[src/rtl/avgp_3x3_seq_ctrl.sv]
// Sequencer for the 3x3 average-pooling pipeline: streams one feature map from memory into the
// pipeline, writes results back at linear addresses and flags a stalled drain with a watchdog.
module avgp_3x3_seq_ctrl #(
  parameter int unsigned DATA_WIDTH     = 16,
  parameter int unsigned IMAGE_WIDTH    = 16,
  parameter int unsigned IMAGE_HEIGHT   = 16,
  parameter int unsigned CHANNEL_NUM_IN = 512,
  parameter int unsigned IN_COUNT       = IMAGE_WIDTH * IMAGE_HEIGHT * CHANNEL_NUM_IN,
  parameter int unsigned OUT_COUNT      = IMAGE_WIDTH * IMAGE_HEIGHT * CHANNEL_NUM_IN,
  parameter int unsigned ADDR_WIDTH     = 18,
  parameter int unsigned TIMEOUT        = 4096
) (
  input  logic                  clk,
  input  logic                  reset,
  input  logic                  start_i,
  input  logic                  hold_i,
  output logic                  rd_en_o,
  output logic [ADDR_WIDTH-1:0] rd_addr_o,
  input  logic [DATA_WIDTH-1:0] mem_rdata_i,
  output logic                  pool_valid_in_o,
  output logic [DATA_WIDTH-1:0] pool_pxl_in_o,
  input  logic                  pool_valid_out_i,
  input  logic [DATA_WIDTH-1:0] pool_pxl_out_i,
  output logic                  wr_en_o,
  output logic [ADDR_WIDTH-1:0] wr_addr_o,
  output logic [DATA_WIDTH-1:0] wr_data_o,
  output logic                  busy_o,
  output logic                  done_o,
  output logic                  error_o
);

  localparam int unsigned WdWidth = $clog2(TIMEOUT + 1);
  localparam logic [ADDR_WIDTH-1:0] LastRd = ADDR_WIDTH'(IN_COUNT - 1);
  localparam logic [ADDR_WIDTH-1:0] LastWr = ADDR_WIDTH'(OUT_COUNT - 1);
  localparam logic [WdWidth-1:0]    WdLast = WdWidth'(TIMEOUT - 1);
  localparam logic [WdWidth-1:0]    WdMax  = WdWidth'(TIMEOUT);

  typedef enum logic [1:0] {StIdle, StIssue, StDrain} state_e;

  state_e                  state_q, state_d;
  logic                    rd_en_q, rd_en_d;
  logic [ADDR_WIDTH-1:0]   rd_addr_q, rd_addr_d;
  logic                    valid_in_q;
  logic                    wr_en_q, wr_en_d;
  logic [ADDR_WIDTH-1:0]   wr_addr_q, wr_addr_d;
  logic [DATA_WIDTH-1:0]   wr_data_q, wr_data_d;
  logic [ADDR_WIDTH-1:0]   out_cnt_q, out_cnt_d;
  logic [WdWidth-1:0]      wd_q, wd_d;
  logic                    done_q, done_d;
  logic                    error_q, error_d;
  logic                    accept;

  // done_q keeps the FSM in DRAIN for the pulse cycle, so busy falls one cycle after done
  // and no result is taken after the final write or a timeout.
  assign accept = pool_valid_out_i && (state_q != StIdle) && !done_q;

  always_comb begin
    state_d   = state_q;
    rd_en_d   = 1'b0;
    rd_addr_d = rd_addr_q;
    wr_en_d   = 1'b0;
    wr_addr_d = wr_addr_q;
    wr_data_d = wr_data_q;
    out_cnt_d = out_cnt_q;
    wd_d      = wd_q;
    done_d    = 1'b0;
    error_d   = error_q;

    unique case (state_q)
      StIdle: begin
        if (start_i) begin
          state_d   = StIssue;
          rd_en_d   = !hold_i;
          rd_addr_d = '0;
          wr_addr_d = '0;
          out_cnt_d = '0;
          wd_d      = '0;
          error_d   = 1'b0;
        end
      end
      StIssue: begin
        if (rd_en_q && (rd_addr_q == LastRd)) begin
          state_d = StDrain;
        end else begin
          if (rd_en_q) rd_addr_d = rd_addr_q + ADDR_WIDTH'(1);
          rd_en_d = !hold_i;
        end
      end
      StDrain: begin
        if (done_q) begin
          state_d = StIdle;
        end else if (pool_valid_out_i) begin
          wd_d = '0;
        end else begin
          if (wd_q == WdLast) begin
            done_d  = 1'b1;
            error_d = 1'b1;
          end
          if (wd_q != WdMax) wd_d = wd_q + WdWidth'(1);
        end
      end
      default: state_d = StIdle;
    endcase

    if (accept) begin
      wr_en_d   = 1'b1;
      wr_addr_d = out_cnt_q;
      wr_data_d = pool_pxl_out_i;
      out_cnt_d = out_cnt_q + ADDR_WIDTH'(1);
      if ((state_q == StDrain) && (out_cnt_q == LastWr)) done_d = 1'b1;
    end
  end

  always_ff @(posedge clk) begin
    if (reset) begin
      state_q    <= StIdle;
      rd_en_q    <= 1'b0;
      rd_addr_q  <= '0;
      valid_in_q <= 1'b0;
      wr_en_q    <= 1'b0;
      wr_addr_q  <= '0;
      wr_data_q  <= '0;
      out_cnt_q  <= '0;
      wd_q       <= '0;
      done_q     <= 1'b0;
      error_q    <= 1'b0;
    end else begin
      state_q    <= state_d;
      rd_en_q    <= rd_en_d;
      rd_addr_q  <= rd_addr_d;
      valid_in_q <= rd_en_q;
      wr_en_q    <= wr_en_d;
      wr_addr_q  <= wr_addr_d;
      wr_data_q  <= wr_data_d;
      out_cnt_q  <= out_cnt_d;
      wd_q       <= wd_d;
      done_q     <= done_d;
      error_q    <= error_d;
    end
  end

  assign rd_en_o         = rd_en_q;
  assign rd_addr_o       = rd_addr_q;
  assign pool_valid_in_o = valid_in_q;
  assign pool_pxl_in_o   = valid_in_q ? mem_rdata_i : '0;
  assign wr_en_o         = wr_en_q;
  assign wr_addr_o       = wr_addr_q;
  assign wr_data_o       = wr_data_q;
  assign busy_o          = (state_q != StIdle);
  assign done_o          = done_q;
  assign error_o         = error_q;

endmodule
[config.mk]
export PLATFORM = sky130hd
export DESIGN_NAME = avgp_3x3_seq_ctrl
export DESIGN_NICKNAME = d
export VERILOG_FILES = /design/src/rtl/avgp_3x3_seq_ctrl.sv
export SDC_FILE = /design/constraint.sdc
export NUM_CORES = 1
export LEC_CHECK = 0
export ABC_CLOCK_PERIOD_IN_PS = 1860
export CAP_MARGIN = 0
export CORE_ASPECT_RATIO = 1.75
export CORE_MARGIN = 2
export CORE_UTILIZATION = 44
export CTS_CLUSTER_DIAMETER = 150
export DETAILED_ROUTE_END_ITERATION = 16
export PLACE_DENSITY = 0.88
export SYNTH_ARGS = -nofsm -noshare
export SYNTH_HDL_FRONTEND = slang
export SYNTH_SLANG_ARGS = --single-unit
[constraint.sdc]
create_clock -name clk -period 1.86 [get_ports clk]
set_input_delay 0.465 -clock clk [delete_from_list [all_inputs] [get_ports clk]]
set_output_delay 0.465 -clock clk [all_outputs]
set_load 0.02 [all_outputs]
* Word-level counts from Yosys, hierarchy flattened
Index checks and enable logic that the tools add are counted.
Cells by class: add/sub/neg operators 3, equal/unequal tests 15, mux-type cells 32, reduce and logical (&&, ||, !) cells 17
Operator list (number):
- two-way mux 18 bit | 6
- two-way mux 13 bit | 4
- adder 18 x 1 -> 18 bit, second input constant | 2
- == test 18 x 17 -> 1 bit, second input constant | 2
- one-hot mux 18 bit (2 select lines) | 1
- one-hot mux 13 bit (2 select lines) | 1
- two-way mux 16 bit | 1
- != test 2 bit, second input constant | 8
- adder 13 x 1 -> 13 bit, second input constant | 1
- == test 13 x 12 -> 1 bit, second input constant | 1
- two-way mux 1 bit | 13
- != test 13 bit, second input constant | 1
- nonzero test 2 bit | 5
- AND reduction 4 bit | 2
- two-way mux 2 bit | 3
- one-hot mux 2 bit (3 select lines) | 1
- AND reduction 5 bit | 1
- logical AND 1 bit | 4
- one-hot mux 1 bit (2 select lines) | 2
- != test 3 bit, second input constant | 1
- AND reduction 3 bit | 1
- == test 2 x 1 -> 1 bit, second input constant | 1
- == test 2 bit, second input constant | 1
- zero test 1 bit | 2
- 2 further kinds | 2
Word-level totals: register bits after elaboration 90, input port bits 37, output and inout bits 74, logic and storage cells 78

* Longest topological paths before layout
Gate-level depths: netlist of the first run.
depth after elaboration 7, depth in mapped cells 7, mapped depth without buffers 7

* Worst setup path before layout of the first run
Ideal clock, no wire load.
kind reg2reg, start point register rd_addr_q[0], in the netlist rd_addr_o[0], end point register rd_addr_q[10], in the netlist rd_addr_o[10], library setup time 132 ps, data arrival time 1865 ps, data required time 1728 ps, setup slack -137 ps, cell stages (with the launch flop) 8, buffers on the path 1, clock period less this slack 1997 ps, cell sequence dfxtp_1 ha_1 nand3_4 nor4_4 a21oi_2 buf_6 a41oi_1 nor3_1
On the way: longest elaborated chain between the ends 4, elaborated cells on any way between the ends 8, classes of those cells add/sub (1); eq/ne (2); mux (3); reduce/logical (2)
RTL lines:
- from (decl) | line 42 | logic [ADDR_WIDTH-1:0] rd_addr_q, rd_addr_d;
- from (signal assigned) | line 130 | rd_addr_q <= rd_addr_d;
- adder 18 x 1 -> 18 bit or == test 18 x 17 -> 1 bit (tied branches) | line 85, 82
- two-way mux 18 bit or logical AND 1 bit (tied branches) | line 85, 82
- two-way mux 18 bit or != test 2 bit (tied branches)
- one-hot mux 18 bit (2 select lines) or AND reduction 4 bit (tied branches)
Several ways; a longest one is shown, not always the timed one. The select of a mux whose other input is x is not followed. A chain may end at the register's enable or synchronous reset.

* Final worst setup path of the first run
start point register rd_addr_q[17], in the netlist rd_addr_o[17], end point output rd_addr_o[17]
RTL lines:
- to (decl) | line 18 | output logic [ADDR_WIDTH-1:0] rd_addr_o,
No word-level cell between the ends.

==> results of run 1 <==
==> synth_stat cells (2+ instances only) <==
master	instances	area, sq um
and4_1	5	43.8
nor4b_1	2	17.5
buf_6	2	22.5
a21o_1	2	15.0
nand3b_1	5	37.5
nor4_1	6	37.5
xnor2_1	4	35.0
a311oi_1	7	61.3
o21a_1	4	30.0
nor3b_1	3	22.5
buf_2	7	35.0
dfxtp_1	90	1800
a211oi_1	2	15.0
o41ai_1	2	17.5
and2_1	17	106
nor2b_1	4	25.0
inv_1	7	26.3
clkbuf_1	17	63.8
a21oi_2	2	17.5
nand2_1	64	240
a22o_1	18	158
xor2_1	6	52.6
mux2_2	3	33.8
nor3_1	9	45.0
nor2_1	37	139
nand4_1	13	81.3
or3_1	2	12.5
nand2b_1	5	31.3
o21ai_0	8	40.0
a21oi_1	42	210
and3_1	7	43.8
a41oi_1	4	35.0
nor3_2	2	20.0
o211ai_1	3	22.5
a31oi_1	8	50.1
a32o_1	3	30.0
nand3_1	16	80.1
o211a_1	2	20.0
ha_1	4	50.1
==> worst min-delay path by stage <==
| stage | start | to | slack, ns | cells past startpoint |
|---|---|---|---|---|
| after floorplan | out_cnt_q[16] | out_cnt_q[16] | 0.44 | 2 |
| after global placement | wr_data_o[14] | wr_data_o[14] | 0.44 | 2 |
| after detailed placement | wr_data_o[5] | wr_data_o[5] | 0.45 | 2 |
| after CTS | wr_data_o[5] | wr_data_o[5] | 0.46 | 2 |
| after global routing | wr_data_o[9] | wr_data_o[9] | 0.48 | 2 |
| final | wr_data_o[5] | wr_data_o[5] | 0.46 | 2 |
==> logic make-up (layout without fill, tap and decap cells) <==
group	count (synthesis)	after routing
AO/OA/AOI/OAI	113	114
XOR/XNOR	10	10
adder cells (fa/ha/maj)	4	4
buffers and inverters	34	196
flip-flops	90	90
multiplexers	4	4
AND/OR/NAND/NOR	211	211
==> report_power, final <==
| group | total [mW] | switching (mW) | internal [mW] | leakage (nW) |
|---|---|---|---|---|
| clock network | 1.85 | 0.739 | 1.11 | 0.145 |
| logic | 0.462 | 0.244 | 0.217 | 1.54 |
| registers | 1.97 | 0.0160 | 1.95 | 0.728 |
| total | 4.28 | 0.999 | 3.28 | 2.41 |
==> metrics by stage <==
stage,setup WS [ns],hold slack [ns]
2_1_floorplan,-0.0111,0.444
3_3_place_gp,-0.469,0.441
3_5_place_dp,-0.543,0.447
4_1_cts,0.00197,0.455
5_1_grt,-0.0579,0.479
6_report,0.00905,0.455
==> tightest hold or removal path: stages (launching register included) <==
cell and delay [ns]:
dfxtp_1 0.31, nand2_1 0.05, a21oi_1 0.05
==> routing by layer <==
metal	vias up	part of all wire (%)	global-route usage [%]
li1	2016	-	-
met1	2015	37	23.8
met2	190	53	44.3
met3	33	6.8	5.22
met4	0	3.3	10.6
met5	-	0	0
==> area by class of cell <==
type | count | share of cell area [%]
Multi-Input combinational cell | 343 | 36.7
Sequential cell | 90 | 29.5
Timing Repair Buffer | 173 | 25.9
Clock buffer | 12 | 4.20
Tap cell | 120 | 2.46
Clock inverter | 4 | 0.819
Inverter | 7 | 0.430
==> flip-flops by register name, indices dropped and copies added (netlist names) <==
signal           count
out_cnt_q           18
pool_valid_in_o      1
wr_addr_o           18
rd_addr_o           18
rd_en_o              1
state_q              2
wr_en_o              1
error_o              1
wr_data_o           16
wd_q                13
done_o               1
==> timing repair <==
action | in CTS | in global routing
pin swaps | 3 | 7
endpoints found under the setup margin | 70 | 80
gates resized for setup | 43 | 22
cloned | 0 | 1
setup buffers | 2 | 2
hold buffers | 0 | 0
==> flow_metrics.py, run 1 <==
metrics = {
    "status": {
        "status": "finished clean",
    },
    "logic_synthesis": {
        "ys_ff_latch": 90,
        "synthArstFlopShare_pct": 0,
        "synth_compound_area_share_pct": 19.6,
        "yosys_warnings": 0,
        "synth_simple_gate_area_share_pct": 28.0,
        "synthXorXnorAreaFrac_pct": 2.15,
        "synth_sequential_area_ratio_pct": 44.1,
        "synth.avg_cell_area_sq_um": 8.76,
        "synth_top_family_by_area": "simple AND/OR/NAND/NOR gates",
        "synth_top_flop_cell": "dfxtp_1",
        "synth_nets": 507,
        "ys_types": 61,
        "synthAdderAreaFrac_pct": 1.23,
        "synth_area_sq_um": 4080,
        "synthCells": 466,
        "synth_edf_count": 0,
        "muxShareOfSynthArea_pct": 1.07,
    },
    "cells_and_area": {
        "nets": 665,
        "layout.cell_area.non_filler_sq_um": 6110,
        "final_cell_mix": "dfxtp_1 (87), clkdlybuf4s50_1 (75), nand2_1 (64)",
        "layout_commonest_cell": "dfxtp_1",
        "n_fill_cell": 722,
        "multiInputGateArea_sq_um": 2240,
        "instances_no_fill": 749,
        "final_layout_size_suffix_gt1_share_pct": 18.3,
        "final_core_util_pct": 67.6,
        "antenna_cells": 0,
        "syn_to_final_growth_pct": 49.7,
        "ff_latch_area_sq_um": 1810,
    },
    "pwr": {
        "ir_drop_mv": 0.690,
        "power_density_nw_per_um2": 700,
        "power_mw": 4.28,
        "power_leakage_nw": 2.41,
    },
    "routing": {
        "drc": 0,
        "num_vias": 4254,
        "drtIter0Drc": 241,
        "wl_per_cell_microns": 16.4,
        "viasPerCell": 5.68,
        "firstDrtPassIters": 5,
        "ant_nets": 0,
        "wirelength_mm": 12.3,
    },
    "setup_path": {
        "critPathMaxStageDelay_ns": 0.64,
        "crit_end": "rd_addr_o[17]",
        "cp_slowest_cell": "clkdlybuf4s50_1",
        "cp.buffers_inverters": 1,
        "worstSetupPathDepth": 1,
        "crit_fanout": 4,
        "r2r_slack_ns": 0.06,
        "path_cells": "clkdlybuf4s50_1",
        "critPathLaunch": "rd_addr_o[17]",
        "r2r_start": "out_cnt_q[3]",
        "r2r-end": "out_cnt_q[11]",
        "critical_path_arrival_ns": 1.39,
        "rr_worst_depth": 6,
        "critPathRequiredTime_ns": 1.39,
        "end_kind": "output port",
        "cp_top_family": "buffers and inverters",
        "worstSetupPathType": "reg -> out",
        "worst_setup_path_start_kind": "register",
    },
    "sta": {
        "max_slew_margin_pct": 54.7,
        "setup_violations": 0,
        "skew_ns": 0.00621,
        "rsz0062_at_grt": "yes",
        "slew_violations": 0,
        "min_period_ns": 1.85,
        "period_share_pct": 99.5,
        "tightest_slew_ns": 0.678,
        "finalSetupTns_ns": 0,
        "fmax_mhz": 540,
        "hold_viol_final": 0,
    },
    "grt": {
        "grt_max_degree": 62,
        "grt_pass1_vias": 4153,
        "grt_overflow": 0,
        "grt_pass1_wl_mm": 19.5,
        "grt_util_all_layers_pct": 23.4,
        "antenna_found_initial": 0,
    },
    "cts": {
        "cts_buffers": 9,
        "tritoncts": "built",
        "root_buffer": "clkbuf_16",
        "cts_max_level": 3,
        "cts.clk_slew.worst_paths_ns": 0.06,
        "clock-sinks": 90,
        "cts_max_path_buffers": 2,
        "clkLatencyLatePin_ns": 0.34,
    },
    "floorplan": {
        "fp.dieW_microns": 76.8,
        "pin_count": 111,
        "num_rows": 46,
        "chipHeight_microns": 131,
        "core_area_sq_um": 9040,
        "initial_core_util_pct": 45.2,
        "dieArea_sq_um": 10100,
    },
    "hold_path": {
        "hold_class": "reg -> reg",
    },
    "run": {
        "cap_violations": 0,
    },
    "placement": {
        "dpl_cell_area_sq_um": 5690,
        "port_buffers": 110,
        "gp_congestion": 0.873,
        "dp_hpwl_mm": 8.67,
        "dp.cells": 728,
    },
}
(Power assumes the default switching activity.)
==> inputs of run 2 (changes only) <==
--- a/config.mk
+++ b/config.mk
@@ -7,10 +7,10 @@
 export LEC_CHECK = 0
 export ABC_CLOCK_PERIOD_IN_PS = 1860
 export CAP_MARGIN = 0
-export CORE_ASPECT_RATIO = 1.75
-export CORE_MARGIN = 2
+export CORE_ASPECT_RATIO = 2
 export CORE_UTILIZATION = 44
 export CTS_CLUSTER_DIAMETER = 150
+export CTS_CLUSTER_SIZE = 28
 export DETAILED_ROUTE_END_ITERATION = 16
 export PLACE_DENSITY = 0.88
 export SYNTH_ARGS = -nofsm -noshare
==> run 2 against run 1 <==
  * Final area fell by 2.0%
  * Critical endpoint is now pool_pxl_in_o[10]
  * Cell count fell by 3.7%
  * Clock skew fell by 0.0015 ns
==> flow_metrics.py, run 2 (synthesis gave the netlist of run 1 again) <==
metrics = {
    "pwr": {
        "p_int_mw": 3.24,
        "seqPwrFrac_pct": 46.7,
        "switching_share_pct": 23.2,
        "clkPwrFrac_pct": 42.9,
        "p_switching_uw": 978,
        "power_leakage_nw": 2.37,
        "power_density_nw_per_um2": 704,
        "ir_drop_mv": 0.525,
        "pwr-share-comb_pct": 10.4,
    },
    "hold_path": {
        "hold_class": "reg -> reg",
        "hp-start": "wr_data_o[6]",
        "min_path_cells": 2,
        "min_to": "wr_data_o[6]",
    },
    "placement": {
        "place_ws_ns": -0.514,
        "dp_hpwl_mm": 8.43,
        "port_buffers": 110,
        "gp_congestion": 0.839,
        "dpl_cell_area_sq_um": 5580,
    },
    "setup_path": {
        "end_kind": "output port",
        "crit_fanout": 1,
        "path_cells": "clkdlybuf4s50_1 > and2_1 > dlygate4sd2_1",
        "r2r-end": "out_cnt_q[14]",
        "cp_slowest_cell": "clkdlybuf4s50_1",
        "critical_path_arrival_ns": 1.37,
        "r2r_slack_ns": 0.09,
        "cp.buffers_inverters": 2,
        "critPathRequiredTime_ns": 1.39,
        "r2r_start": "out_cnt_q[0]",
        "worst_setup_path_start_kind": "input pin",
        "worstSetupPathType": "in -> out",
        "rr_worst_depth": 7,
        "critPathMaxStageDelay_ns": 0.45,
        "cp_top_family": "buffers and inverters",
    },
    "status": {
        "status": "finished clean",
    },
    "sta": {
        "tightest_slew_ns": 0.644,
        "hold_viol_final": 0,
        "min_period_ns": 1.84,
        "period_share_pct": 98.7,
        "slew_violations": 0,
        "fmax_mhz": 545,
        "setup_slack_ns": 0.0248,
        "max_slew_margin_pct": 56.9,
        "setup_violations": 0,
        "worst_hold_slack_ns": 0.453,
        "skew_ns": 0.00474,
    },
    "floorplan": {
        "dieArea_sq_um": 9690,
        "pin_count": 111,
        "fp.dieW_microns": 70.1,
        "core_area_sq_um": 9010,
        "num_rows": 49,
        "initial_core_util_pct": 45.3,
        "chipHeight_microns": 138,
    },
    "grt": {
        "grt_util_all_layers_pct": 23.8,
        "antenna_found_initial": 0,
        "grt_overflow": 0,
        "grt_pass1_wl_mm": 18.8,
        "grt_max_degree": 62,
        "grt_pass1_vias": 4110,
    },
    "cells_and_area": {
        "nets": 655,
        "layout.cell_area.non_filler_sq_um": 5990,
        "syn_to_final_growth_pct": 46.7,
        "final_core_util_pct": 66.4,
        "layout_commonest_cell": "dfxtp_1",
        "final_cell_mix": "dfxtp_1 (83), clkdlybuf4s50_1 (71), nand2_1 (62)",
        "final_layout_size_suffix_gt1_share_pct": 18.1,
        "antenna_cells": 0,
    },
    "cts": {
        "cts_max_path_buffers": 2,
        "tritoncts": "built",
        "cts.clk_slew.worst_paths_ns": 0.06,
        "ctsHoldBuffers": 0,
        "cts_max_level": 3,
        "clock-sinks": 90,
        "root_buffer": "clkbuf_16",
        "clkLatencyLatePin_ns": 0.34,
        "cts_buffers": 9,
    },
    "routing": {
        "firstDrtPassIters": 5,
        "wl_per_cell_microns": 16.2,
        "wirelength_mm": 11.7,
        "viasPerCell": 5.77,
        "num_vias": 4161,
        "drc": 0,
        "drtIter0Drc": 309,
        "ant_nets": 0,
    },
    "run": {
        "cap_violations": 0,
    },
}
[run 2: cell count changes in the layout (fill, tap and decap cells not counted), moves of 4 or more]
| cell | delta |
|---|---|
| dfxtp_1 | -4 |
| clkdlybuf4s50_1 | -4 |
| buf_4 | -8 |
| clkdlybuf4s15_1 | +4 |
| dfxtp_2 | +4 |
[run 2: worst register-to-register path, delay by kind of cell, from the launching register on]
| family | cells | cell delay [ns] |
|---|---|---|
| and+or+nand+nor | 2 | 0.51 |
| AOI/OAI and AO/OA | 3 | 0.40 |
| DFF | 1 | 0.37 |
| adders and majority gates | 1 | 0.21 |
| buffers and inverters | 1 | 0.17 |
[run 2: power groups by stage]
stage / Clock (mW) / Sequential (mW) / Combinational (mW)
final: 1.81 / 1.97 / 0.439
after global routing: 1.90 / 1.97 / 0.473
after CTS: 1.83 / 1.97 / 0.430
after detailed placement: 0 / 2.01 / 0.430
after global placement: 0 / 2.01 / 0.418
after floorplan: 0 / 2.03 / 0.183
[run 2: worst max-delay path by stage]
stage	from	end	slack (ns)	cells past startpoint
floorplan	rd_addr_o[0]	rd_addr_o[10]	-0.01	7
global placement	pool_valid_out_i	wd_q[12]	-0.44	6
detailed placement	pool_valid_out_i	wr_addr_o[17]	-0.51	5
CTS	mem_rdata_i[11]	pool_pxl_in_o[11]	0.005	3
global route	out_cnt_q[7]	out_cnt_q[13]	-0.02	5
finish	mem_rdata_i[10]	pool_pxl_in_o[10]	0.02	3
[run 2: cell type report]
type	instances	area, sq um
Sequential cell	90	1810
Clock inverter	4	51.3
Fill cell	715	3020
Clock buffer	12	246
Tap cell	102	128
Timing Repair Buffer	164	1510
Multi-Input combinational cell	342	2220
Inverter	7	26.3
[run 2: metal layers]
metal | GRT usage (%) | up-vias | wire length [microns]
met1 | 23.4 | 1980 | 4160
met5 | 0 | - | 0
met4 | 12.5 | 0 | 387
li1 | - | 1994 | -
met2 | 45.5 | 151 | 6580
met3 | 4.45 | 36 | 573
[run 2: stage by stage]
stage               TNS [ns]  total power [mW]  instances
floorplan            -0.0111              2.21        466
global placement      -24.80              2.43        700
detailed placement    -29.39              2.44        700
CTS                        0              4.23        718
global route         -0.0236              4.35        721
finish                     0              4.21        721
[run 2: what timing repair did]
action,CTS,global route
buffers inserted,2,3
setup endpoints to repair,67,76
gates resized for setup,43,31
hold endpoints to repair,0,0
pin swaps,2,8
==> inputs of run 3 (changes only) <==
--- a/config.mk
+++ b/config.mk
@@ -12,6 +12,7 @@
 export CTS_CLUSTER_DIAMETER = 150
 export CTS_CLUSTER_SIZE = 28
 export DETAILED_ROUTE_END_ITERATION = 16
+export GPL_TIMING_DRIVEN = 1
 export PLACE_DENSITY = 0.88
 export SYNTH_ARGS = -nofsm -noshare
 export SYNTH_HDL_FRONTEND = slang
==> results of run 3 <==
The final DEF is identical to that of run 2; final timing and power are the same.
